--- config.mk ---
export PLATFORM = sky130hd
export DESIGN_NAME = alu_multibyte_ctrl
export DESIGN_NICKNAME = d
export VERILOG_FILES = /design/src/rtl/alu_multibyte_ctrl.sv
export SDC_FILE = /design/constraint.sdc
export NUM_CORES = 1
export LEC_CHECK = 0
export BUFFER_PORTS_ARGS = -buffer_cell sky130_fd_sc_hd__buf_2
export CORE_UTILIZATION = 55
export CTS_BUF_LIST = sky130_fd_sc_hd__clkbuf_2
export CTS_CLUSTER_DIAMETER = 120
export DETAILED_ROUTE_END_ITERATION = 7
export PLACE_DENSITY_LB_ADDON = 0.25
export SLEW_MARGIN = 30
export SYNTH_ARGS = -nofsm -noshare
export SYNTH_HDL_FRONTEND = slang
export SYNTH_SLANG_ARGS = --single-unit
--- constraint.sdc ---
create_clock -name clk -period 4.63 [get_ports clk]
set_input_delay 0.926 -clock clk [delete_from_list [all_inputs] [get_ports clk]]
set_output_delay 0.926 -clock clk [all_outputs]
set_load 0.005 [all_outputs]
--- src/rtl/alu_multibyte_ctrl.sv ---
// Multi-byte initiator for the 8-bit combinational ALU: drives one byte per cycle, LSB first,
// chaining carry. Optional signed-overflow output enabled by ALU_MULTIBYTE_OVF_EN.
module alu_multibyte_ctrl #(
  parameter int unsigned NBYTES = 4,
  parameter int unsigned LEN_W  = 3
) (
  input  logic                  clk,
  input  logic                  rst,
  input  logic                  start,
  input  logic [2:0]            op,
  input  logic [8*NBYTES-1:0]   opa,
  input  logic [8*NBYTES-1:0]   opb,
  input  logic                  cin,
  input  logic [LEN_W-1:0]      len,
  output logic                  busy,
  output logic                  done,
  output logic [8*NBYTES-1:0]   result,
  output logic                  res_cout,
  output logic                  res_zero,
`ifdef ALU_MULTIBYTE_OVF_EN
  output logic                  res_ovf,
`endif
  output logic [2:0]            alu_fun,
  output logic [7:0]            alu_a,
  output logic [7:0]            alu_b,
  output logic                  alu_cin,
  input  logic [7:0]            alu_out,
  input  logic                  alu_zero,
  input  logic                  alu_cout
);

  localparam int unsigned IDX_W = (NBYTES > 1) ? $clog2(NBYTES) : 1;
  localparam logic [LEN_W-1:0] NB_L = LEN_W'(NBYTES);

  typedef enum logic [1:0] {StIdle, StExec, StDone} state_e;

  state_e                   state_q;
  logic [2:0]               op_q;
  logic [NBYTES-1:0][7:0]   a_q;
  logic [NBYTES-1:0][7:0]   b_q;
  logic [NBYTES-1:0][7:0]   result_q;
  logic [IDX_W-1:0]         idx_q;
  logic [IDX_W-1:0]         last_q;
  logic                     carry_q;
  logic                     zacc_q;
  logic                     arith;
  logic [LEN_W-1:0]         last_full;

  assign arith  = ~op_q[2];
  assign result = result_q;

  // Out-of-range or zero length means full width.
  assign last_full = ((len == '0) || (len > NB_L)) ? (NB_L - LEN_W'(1)) : (len - LEN_W'(1));

  // ALU drive depends only on registered state.
  always_comb begin
    alu_fun = 3'b000;
    alu_a   = 8'h00;
    alu_b   = 8'h00;
    alu_cin = 1'b0;
    if (state_q == StExec) begin
      alu_a = a_q[idx_q];
      if (arith) begin
        alu_fun = 3'b001;
        alu_b   = op_q[1] ? ~b_q[idx_q] : b_q[idx_q];
        alu_cin = carry_q;
      end else begin
        alu_fun = op_q;
        alu_b   = b_q[idx_q];
      end
    end
  end

`ifdef ALU_MULTIBYTE_OVF_EN
  logic ovf_now;
  assign ovf_now = (alu_a[7] == alu_b[7]) && (alu_out[7] != alu_a[7]);
`endif

  always_ff @(posedge clk) begin
    if (rst) begin
      state_q  <= StIdle;
      op_q     <= '0;
      a_q      <= '0;
      b_q      <= '0;
      result_q <= '0;
      idx_q    <= '0;
      last_q   <= '0;
      carry_q  <= 1'b0;
      zacc_q   <= 1'b0;
      busy     <= 1'b0;
      done     <= 1'b0;
      res_cout <= 1'b0;
      res_zero <= 1'b0;
`ifdef ALU_MULTIBYTE_OVF_EN
      res_ovf  <= 1'b0;
`endif
    end else begin
      done <= 1'b0;
      case (state_q)
        StIdle: begin
          if (start) begin
            op_q     <= op;
            a_q      <= opa;
            b_q      <= opb;
            last_q   <= last_full[IDX_W-1:0];
            idx_q    <= '0;
            // Add starts at 0, subtract at 1 (two's complement), *-with-carry use cin.
            carry_q  <= ~op[2] & (op[0] ? cin : op[1]);
            zacc_q   <= 1'b1;
            result_q <= '0;
            busy     <= 1'b1;
            state_q  <= StExec;
          end
        end
        StExec: begin
          result_q[idx_q] <= alu_out;
          if (arith) carry_q <= alu_cout;
          zacc_q <= zacc_q & alu_zero;
          if (idx_q == last_q) begin
            state_q  <= StDone;
            done     <= 1'b1;
            res_cout <= arith & alu_cout;
            res_zero <= zacc_q & alu_zero;
`ifdef ALU_MULTIBYTE_OVF_EN
            res_ovf  <= arith & ovf_now;
`endif
          end else begin
            idx_q <= idx_q + IDX_W'(1);
          end
        end
        StDone: begin
          busy    <= 1'b0;
          state_q <= StIdle;
        end
        default: state_q <= StIdle;
      endcase
    end
  end

endmodule

==> metrics.txt, run 1 <==
hpwl dp=7850 um; max-cap viol count=0; routability cong.=0.756; PortBufs=139; Antenna Nets Post-Route=0; post-CTS setup buffer count=0; CTS tree=yes; most numerous cell in the Yosys netlist=nand2_1; slowest CP cell=dfxtp_1; RSZ-0062 raised after global routing=no; ranking of synthesized cells by area=dfxtp_1 (47%), nand2_1 (13%), a21oi_1 (11%); # clock sinks=111; count of pins over their slew limit=0; CTS hold repair buffers=0; Critical Path Sink Type=output pin; Worst Reg-to-Reg Cells=5; Setup TNS Final=0 ns; core footprint=8260 um2; first-pass GRT wire length=17,600 um; headroom to the max-slew limit=39.3%; Die W=94.5 um; min-delay src=a_q[26]; layout cells sized above 1=26.8%; reg2reg end=result[2]; Via density=5.49; Synth top area share=47.2%; Remaining DRCs=0; Internal Power=1.20 mW; combinational share of power=15.7%; asr flop ratio synth=0%; crit path DAT=2.68 ns; hold depth=2; r2r setup slk=2.54 ns; worst vdd ir=0.157 mV; non-filler instance count after layout=774; Avg Inst Size Synth=8.50 um2; Layout area overhead=15.8%; num rows=33; Synth Flop Type=dfxtp_1; vias in the first global route=3,806; Routed WL=11,100 um; Commonest cells post-synth=nand2_1 (168), dfxtp_1 (111), a21oi_1 (104), nand3_1 (33), mux4_2 (16); max incr delay on CP=0.98 ns; Worst Skew=0.0327 ns; Final nets=754; YS warnings=0; Worst Path Max Fanout=16; Iter 0 DRT Violations=220; crit share post-route=77.9%; initial antenna violation count=1; filler cell count=720; Switch Pwr=492 uW; largest net degree at the start of global routing=75; post-synthesis register bit count=111; CTS H-Tree Depth=3; placed cell count=759; class of the worst hold path=flop to flop; Reg power frac=62.3%; GRT overflow=0; Die Y=94.5 um; run status=completed; WL per Instance=14.4 um; clk buf depth=2; FF-to-FF Start=idx_q[0]; Worst setup SP type=flop; crit-path cells=buf_4 -> mux4_2 -> mux2i_1 -> buf_2; Clock power frac=22.0%; Final Hold Violating Endpoints=0; post-layout util=66.0%; post-synthesis sequential area ratio=47.2%; FMAX=0.277 GHz; Placed Area=5360 um2; final critical-path setup slack=1.02 ns; final setup fails=0; switch share=29.1%; EDFF count, synth=0; post-synth net total=643; Post-CTS Resized=0; min cycle time layout=3.61 ns; Synth area leader=dfxtp_1; DIE AREA=8940 um2; Leak Pwr=2.30 nW; Starting Density=57.0%; Via Count=4,247; WHS Endpoint=a_q[26]; synth unique cells=38; Pwr Total=1.69 mW; Post-Synthesis Cells=554; Critical Path RT=3.70 ns; Clock Latency Late Sink=0.55 ns; Tot GR Track Use=25.3%; 1st-pass router iterations=4; DP Worst Slack=1.57 ns; Inserted Diodes=0; Tightest Pin Transition=0.909 ns; Pwr per Cell Area=310 nW/um2; Clock Tree Root=clkbuf_2; CTS clock-pin slew for the worst setup and hold paths=0.25 ns; final instance area=5450 um2; Min Hold Slack=0.472 ns; total CTS buffers=9; IO Pins=140; Post-Syn Area=4710 um2; crit path kind=flop to output pin
worst max-delay path by stage:
stage	startpoint	end	slack (ns)	depth (start not counted)
global placement	idx_q[0]	alu_b[6]	1.62	4
CTS	idx_q[0]	alu_b[6]	0.94	4
detailed placement	idx_q[0]	alu_b[6]	1.57	4
floorplan	idx_q[0]	alu_a[0]	2.41	3
finish	idx_q[0]	alu_b[6]	1.02	4
global route	idx_q[0]	alu_b[6]	0.78	4
registers in the layout, indices dropped and copies added, names as in the netlist:
register	flops
a_q	32
b_q	32
busy	1
carry_q	1
done	1
idx_q	2
last_q	2
op_q	3
res_cout	1
res_zero	1
result	32
state_q	2
zacc_q	1
kinds of logic after synthesis:
logic type,after synthesis,share of synthesized area (%)
AND/OR/NAND/NOR,233,21.5
adder cells (fa/ha/maj),5,1.33
XOR/XNOR,5,0.930
flip-flops,111,47.2
multiplexers,26,9.80
AO/OA/AOI/OAI,119,13.4
buffers and inverters,55,5.84
power groups by stage:
stage | clock [mW] | combinational, mW | sequential (mW)
after floorplan | 0 | 0.193 | 1.05
after global placement | 0 | 0.255 | 1.07
after detailed placement | 0 | 0.265 | 1.07
after CTS | 0.386 | 0.266 | 1.05
after global routing | 0.422 | 0.296 | 1.06
final | 0.372 | 0.265 | 1.05
layout make-up:
class	instances	area (um2)	share of cell area (%)
Clock buffer	10	50.0	0.918
Clock inverter	5	36.3	0.666
Inverter	11	41.3	0.757
Multi-Input combinational cell	388	2220	40.7
Sequential cell	111	2220	40.8
Tap cell	105	131	2.41
Timing Repair Buffer	144	748	13.7
critical path, delay by kind of cell (launching register included):
kind                   cells  cell delay, ns
buffers and inverters      2            0.47
DFF                        1            0.98
muxes                      2            0.70
metal layers:
layer	part of all wire, %	vias to the layer above	track usage, %	wire [um]
met5	0.090	-	0	10
met4	1.2	2	8.71	133
met3	7.4	16	5.07	822
met2	49	171	41.5	5450
met1	42	1966	33.1	4720
li1	-	2092	-	-
cell usage in the layout, fill, tap and decap left out, types with 3 or more instances in the layout:
cell type   count
mux2i_1         9
nand2b_1        3
nor2_1          3
and2_1          9
and3b_1         4
clkbuf_2       10
a21oi_1       104
dfxtp_1       110
buf_2         138
nand3b_1        4
o21ai_0         3
clkinvlp_4      3
buf_4           5
nand3_1        33
nand2_1       168
xnor2_1         3
inv_1          11
ha_1            5
mux4_2         16
Note: power is estimated with default switching activity, not from simulation.
==> inputs of run 2 (changes only) <==
--- a/config.mk
+++ b/config.mk
@@ -6,7 +6,7 @@
 export NUM_CORES = 1
 export LEC_CHECK = 0
 export BUFFER_PORTS_ARGS = -buffer_cell sky130_fd_sc_hd__buf_2
-export CORE_UTILIZATION = 55
+export CORE_UTILIZATION = 53
 export CTS_BUF_LIST = sky130_fd_sc_hd__clkbuf_2
 export CTS_CLUSTER_DIAMETER = 120
 export DETAILED_ROUTE_END_ITERATION = 7
==> constraint.sdc (replaced) <==
create_clock -name clk -period 3.42 [get_ports clk]
set_input_delay 0.684 -clock clk [delete_from_list [all_inputs] [get_ports clk]]
set_output_delay 0.684 -clock clk [all_outputs]
set_load 0.005 [all_outputs]
==> metrics.txt, run 2 (synthesized netlist as in run 1, its figures left out) <==
run status=completed (unchanged); Starting Density=54.3% (was 57.0%); Antenna Nets Post-Route=0 (unchanged); GR peak layer=met2 (unchanged); max-cap viol count=0 (unchanged); clk buf depth=2 (unchanged); Worst Skew=0.0281 ns (was 0.0327 ns); M1 GR Usage=30.5% (was 33.1%); total CTS buffers=9 (unchanged); Leak Pwr=2.33 nW (was 2.30 nW); Clock Tree Root=clkbuf_2 (unchanged); Remaining DRCs=0 (unchanged); met3 Resource Use GR=4.27% (was 5.07%); critical path buffer and inverter count=1 (was 2); Die Y=96.3 um (was 94.5 um); count of pins over their slew limit=0 (unchanged); Worst setup SP type=flop (unchanged); Setup TNS Final=0 ns (unchanged); Critical Path RT=2.74 ns (was 3.70 ns); WL per Instance=14.4 um (about the same); initial antenna violation count=0 (was 1); DIE AREA=9270 um2 (was 8940 um2); Final Hold Violating Endpoints=0 (unchanged); final setup fails=0 (unchanged); Layout area overhead=16.6% (was 15.8%); slowest CP cell=dfxtp_1 (unchanged); CTS H-Tree Depth=3 (unchanged); crit-path cells=and2b_1 -> o21ai_1 -> mux2i_1 -> buf_2 (was buf_4 -> mux4_2 -> mux2i_1 -> buf_2); max incr delay on CP=0.65 ns (was 0.98 ns); crit share post-route=91.3%; post-CTS setup buffer count=0 (unchanged); hpwl dp=7950 um (was 7850 um); GRT overflow=0 (unchanged); num rows=34 (was 33); PortBufs=139 (unchanged); Tot GR Track Use=24.5% (was 25.3%); IO Pins=140 (unchanged); most frequent cells in the layout=nand2_1 (168), buf_2 (138), dfxtp_1 (110), a21oi_1 (104), nand3_1 (33) (unchanged); Worst Path Max Fanout=15 (was 16); worst vdd ir=0.232 mV (was 0.157 mV); Die W=96.3 um (was 94.5 um); layout cells sized above 1=26.8% (about the same); first-pass GRT wire length=17,500 um (was 17,600 um); Min Hold Slack=0.278 ns (was 0.472 ns); CTS hold repair buffers=0 (unchanged); crit path DAT=2.44 ns (was 2.68 ns); largest net degree at the start of global routing=80 (was 75); CTS clock-pin slew for the worst setup and hold paths=0.30 ns (was 0.25 ns); # clock sinks=111 (unchanged); Critical Path Sink Type=output pin (unchanged); Tightest Pin Transition=0.804 ns (was 0.909 ns); commonest non-fill, non-tap cell in the layout=nand2_1 (unchanged); Clock Latency Late Sink=0.57 ns (was 0.55 ns); Via density=5.43 (was 5.49); min cycle time layout=3.12 ns; core footprint=8680 um2 (was 8260 um2); class of the worst hold path=input pin to flop (was flop to flop); CTS tree=yes (unchanged); 1st-pass router iterations=5 (was 4); Pwr per Cell Area=421 nW/um2 (was 310 nW/um2); Iter 0 DRT Violations=219 (was 220); met2 usage=41.5% (about the same); Routed WL=11,200 um (was 11,100 um); Inserted Diodes=0 (unchanged); headroom to the max-slew limit=46.4% (was 39.3%); crit path kind=flop to output pin (unchanged); Via Count=4,236 (was 4,247); Final nets=756 (was 754); vias in the first global route=3,818 (was 3,806); RSZ-0062 raised after global routing=no (unchanged); DP Worst Slack=0.876 ns (was 1.57 ns); routability cong.=0.790 (was 0.756); final critical-path setup slack=0.298 ns (was 1.02 ns); CP top delay family=flip-flops (unchanged); FMAX=0.320 GHz
## run 2: repair_timing
item	in CTS	in global routing
setup endpoints to repair	0	1
resized for setup	0	1
endpoints found under the hold margin	0	0
## run 2: area by class of cell
class	instances	area [um2]
Timing Repair Buffer	146	776
Fill cell	808	3190
Tap cell	108	135
Clock buffer	9	45.0
Inverter	11	41.3
Multi-Input combinational cell	388	2220
Clock inverter	7	47.5
Sequential cell	111	2220
## run 2: worst reg2reg max path: cells and delay by family (launching register included)
family,cells,cell delay (ns)
simple gates,2,0.45
fa+ha+maj,1,0.21
flops,1,0.68
buf+inv,2,0.34
compound gates,1,0.18
## run 2: worst paths after layout
| check | from | to | slack [ns] | cells after the start |
|---|---|---|---|---|
| max reg2reg | idx_q[0] | result[6] | 1.54 | 6 |
| max | state_q[1] | alu_b[6] | 0.30 | 4 |
| min | opa[19] | a_q[19] | 0.28 | 3 |
| min reg2reg | zacc_q | res_zero | 0.46 | 2 |
## run 2: power breakdown
part           switching (mW)  internal, mW
clock                   0.423        0.0993
combinational           0.207         0.160
sequential             0.0480          1.37
## run 2: through the flow
stage                     util (%)  power, mW  std cells  instance area [um2]
after floorplan                  -       1.68        554                 4710
after global placement        62.2       1.80        764                 5400
after detailed placement      62.2       1.81        764                 5400
after CTS                     63.2       2.33        780                 5490
after global routing          63.2       2.44        780                 5490
final                         63.2       2.31        780                 5490
## run 2: layer usage
layer	routed length [um]	vias to the layer above
li1	-	2100
met1	4780	1982
met2	5620	135
met3	624	19
met4	186	0
met5	0	-
==> inputs of run 3 (changes only) <==
--- a/config.mk
+++ b/config.mk
@@ -11,6 +11,7 @@
 export CTS_CLUSTER_DIAMETER = 120
 export DETAILED_ROUTE_END_ITERATION = 7
 export PLACE_DENSITY_LB_ADDON = 0.25
+export REMOVE_ABC_BUFFERS = 1
 export SLEW_MARGIN = 30
 export SYNTH_ARGS = -nofsm -noshare
 export SYNTH_HDL_FRONTEND = slang
==> metrics.txt, run 3 (synthesized netlist as in run 1, its figures left out) <==
Worst Path Max Fanout=22 (was 15); Die Y=96.3 um (unchanged); Clock Tree Root=clkbuf_2 (unchanged); RSZ-0062 raised after global routing=no (unchanged); max-cap viol count=0 (unchanged); Via density=5.38 (was 5.43); max incr delay on CP=0.87 ns (was 0.65 ns); run status=completed (unchanged); largest net degree at the start of global routing=74 (was 80); crit path DAT=2.36 ns (was 2.44 ns); Antenna Nets Post-Route=0 (unchanged); commonest non-fill, non-tap cell in the layout=nand2_1 (unchanged); Leak Pwr=2.33 nW (about the same); headroom to the max-slew limit=44.1% (was 46.4%); crit-path cells=mux4_2 -> mux2i_1 -> buf_2 (was and2b_1 -> o21ai_1 -> mux2i_1 -> buf_2); initial antenna violation count=0 (unchanged); Final Hold Violating Endpoints=0 (unchanged); clk buf depth=2 (unchanged); Clock power frac=25.1% (was 22.6%); core footprint=8680 um2 (unchanged); area of the multi-input gates=2220 um2 (unchanged); Setup TNS Final=0 ns (unchanged); Layout area overhead=16.8% (was 16.6%); crit path kind=flop to output pin (unchanged); combinational share of power=15.0% (was 15.9%); num rows=34 (unchanged); routability cong.=0.786 (was 0.790); Iter 0 DRT Violations=161 (was 219); min cycle time layout=3.05 ns (was 3.12 ns); CTS tree=yes (unchanged); final critical-path setup slack=0.372 ns (was 0.298 ns); total CTS buffers=9 (unchanged); CTS H-Tree Depth=3 (unchanged); WL per Instance=14.0 um (was 14.4 um); 1st-pass router iterations=4 (was 5); Starting Density=54.3% (unchanged); DIE AREA=9270 um2 (unchanged); critical path buffer and inverter count=1 (unchanged); crit share post-route=89.1% (was 91.3%); hpwl dp=7660 um (was 7950 um); first-pass GRT wire length=17,200 um (was 17,500 um); slowest CP cell=dfxtp_2 (was dfxtp_1); filler cell count=806 (was 808); CTS clock-pin slew for the worst setup and hold paths=0.30 ns (about the same); Final nets=756 (unchanged); # clock sinks=111 (unchanged); Worst setup SP type=flop (unchanged); FMAX=0.328 GHz (was 0.320 GHz); Tightest Pin Transition=0.837 ns (was 0.804 ns); CTS hold repair buffers=0 (unchanged); Remaining DRCs=0 (unchanged); switch share=28.6% (was 29.4%); Min Hold Slack=0.294 ns (was 0.278 ns); IO Pins=140 (unchanged); Tot GR Track Use=24.2% (was 24.5%); worst vdd ir=0.244 mV (was 0.232 mV); layout cells sized above 1=27.1% (was 26.8%); PortBufs=139 (unchanged); Pwr per Cell Area=432 nW/um2 (was 421 nW/um2); Inserted Diodes=0 (unchanged); CP top delay family=flip-flops (unchanged); Critical Path Sink Type=output pin (unchanged); Routed WL=10,900 um (was 11,200 um); Internal Power=1.70 mW (was 1.63 mW); Critical Path RT=2.74 ns (about the same); GRT overflow=0 (unchanged); Reg power frac=59.9% (was 61.5%); sequential cell area=2220 um2 (about the same); DP Worst Slack=0.892 ns (was 0.876 ns); Clock Latency Late Sink=0.57 ns (about the same); Worst Skew=0.0375 ns (was 0.0281 ns); Die W=96.3 um (unchanged); count of pins over their slew limit=0 (unchanged); most frequent cells in the layout=nand2_1 (168), buf_2 (138), dfxtp_1 (109), a21oi_1 (104), nand3_1 (33) (was nand2_1 (168), buf_2 (138), dfxtp_1 (110), a21oi_1 (104), nand3_1 (33)); class of the worst hold path=input pin to flop (unchanged); final setup fails=0 (unchanged); vias in the first global route=3,798 (was 3,818); Switch Pwr=680 uW (was 679 uW); Via Count=4,196 (was 4,236)
-- run 3: metrics by stage --
| step | util (%) | area, um2 | power (mW) | std cells |
|---|---|---|---|---|
| 5_1_grt | 63.4 | 5500 | 2.51 | 780 |
| 4_1_cts | 63.4 | 5500 | 2.40 | 780 |
| 2_1_floorplan | - | 4480 | 1.64 | 510 |
| 3_3_place_gp | 62.0 | 5380 | 1.79 | 764 |
| 3_5_place_dp | 62.0 | 5380 | 1.81 | 764 |
| 6_report | 63.4 | 5500 | 2.38 | 780 |
-- run 3: worst reg2reg max path, cell delays in order, from the launching register on --
cell and delay (ns):
dfxtp_2 0.87, inv_1 0.19, ha_1 0.27, nand3b_1 0.32
nand3_1 0.14, a21oi_1 0.18
-- run 3: final cells by class --
| cell class | count | share of cell area, % |
|---|---|---|
| Sequential cell | 111 | 40.4 |
| Multi-Input combinational cell | 388 | 40.4 |
| Timing Repair Buffer | 146 | 13.9 |
| Tap cell | 108 | 2.46 |
| Clock inverter | 7 | 1.30 |
| Clock buffer | 9 | 0.819 |
| Inverter | 11 | 0.751 |
-- run 3: worst paths after layout --
path | startpoint | end | slack (ns) | cells past startpoint
setup / recovery | idx_q[0] | alu_b[3] | 0.37 | 3
hold / removal | opb[25] | b_q[25] | 0.29 | 3
setup reg to reg | idx_q[0] | result[21] | 1.43 | 5
hold reg to reg | a_q[28] | a_q[28] | 0.47 | 2
-- run 3: repair_timing --
action / 4_1_cts / 5_1_grt
setup buffers: 0 / 0
resized for setup: 0 / 1
setup endpoints to repair: 0 / 1
-- run 3: power groups by stage --
stage / registers (mW) / logic (mW) / clock network (mW)
finish: 1.43 / 0.356 / 0.597
global route: 1.44 / 0.402 / 0.670
CTS: 1.43 / 0.357 / 0.614
detailed placement: 1.45 / 0.356 / 0
global placement: 1.45 / 0.347 / 0
floorplan: 1.43 / 0.206 / 0
-- run 3: metal layers --
layer,track usage (%),part of all wire (%),vias to the layer above
met3,4.74,5.7,6
met2,39.3,49,141
met4,8.58,0.89,0
met5,0,0,-
li1,-,-,2097
met1,32.1,45,1952
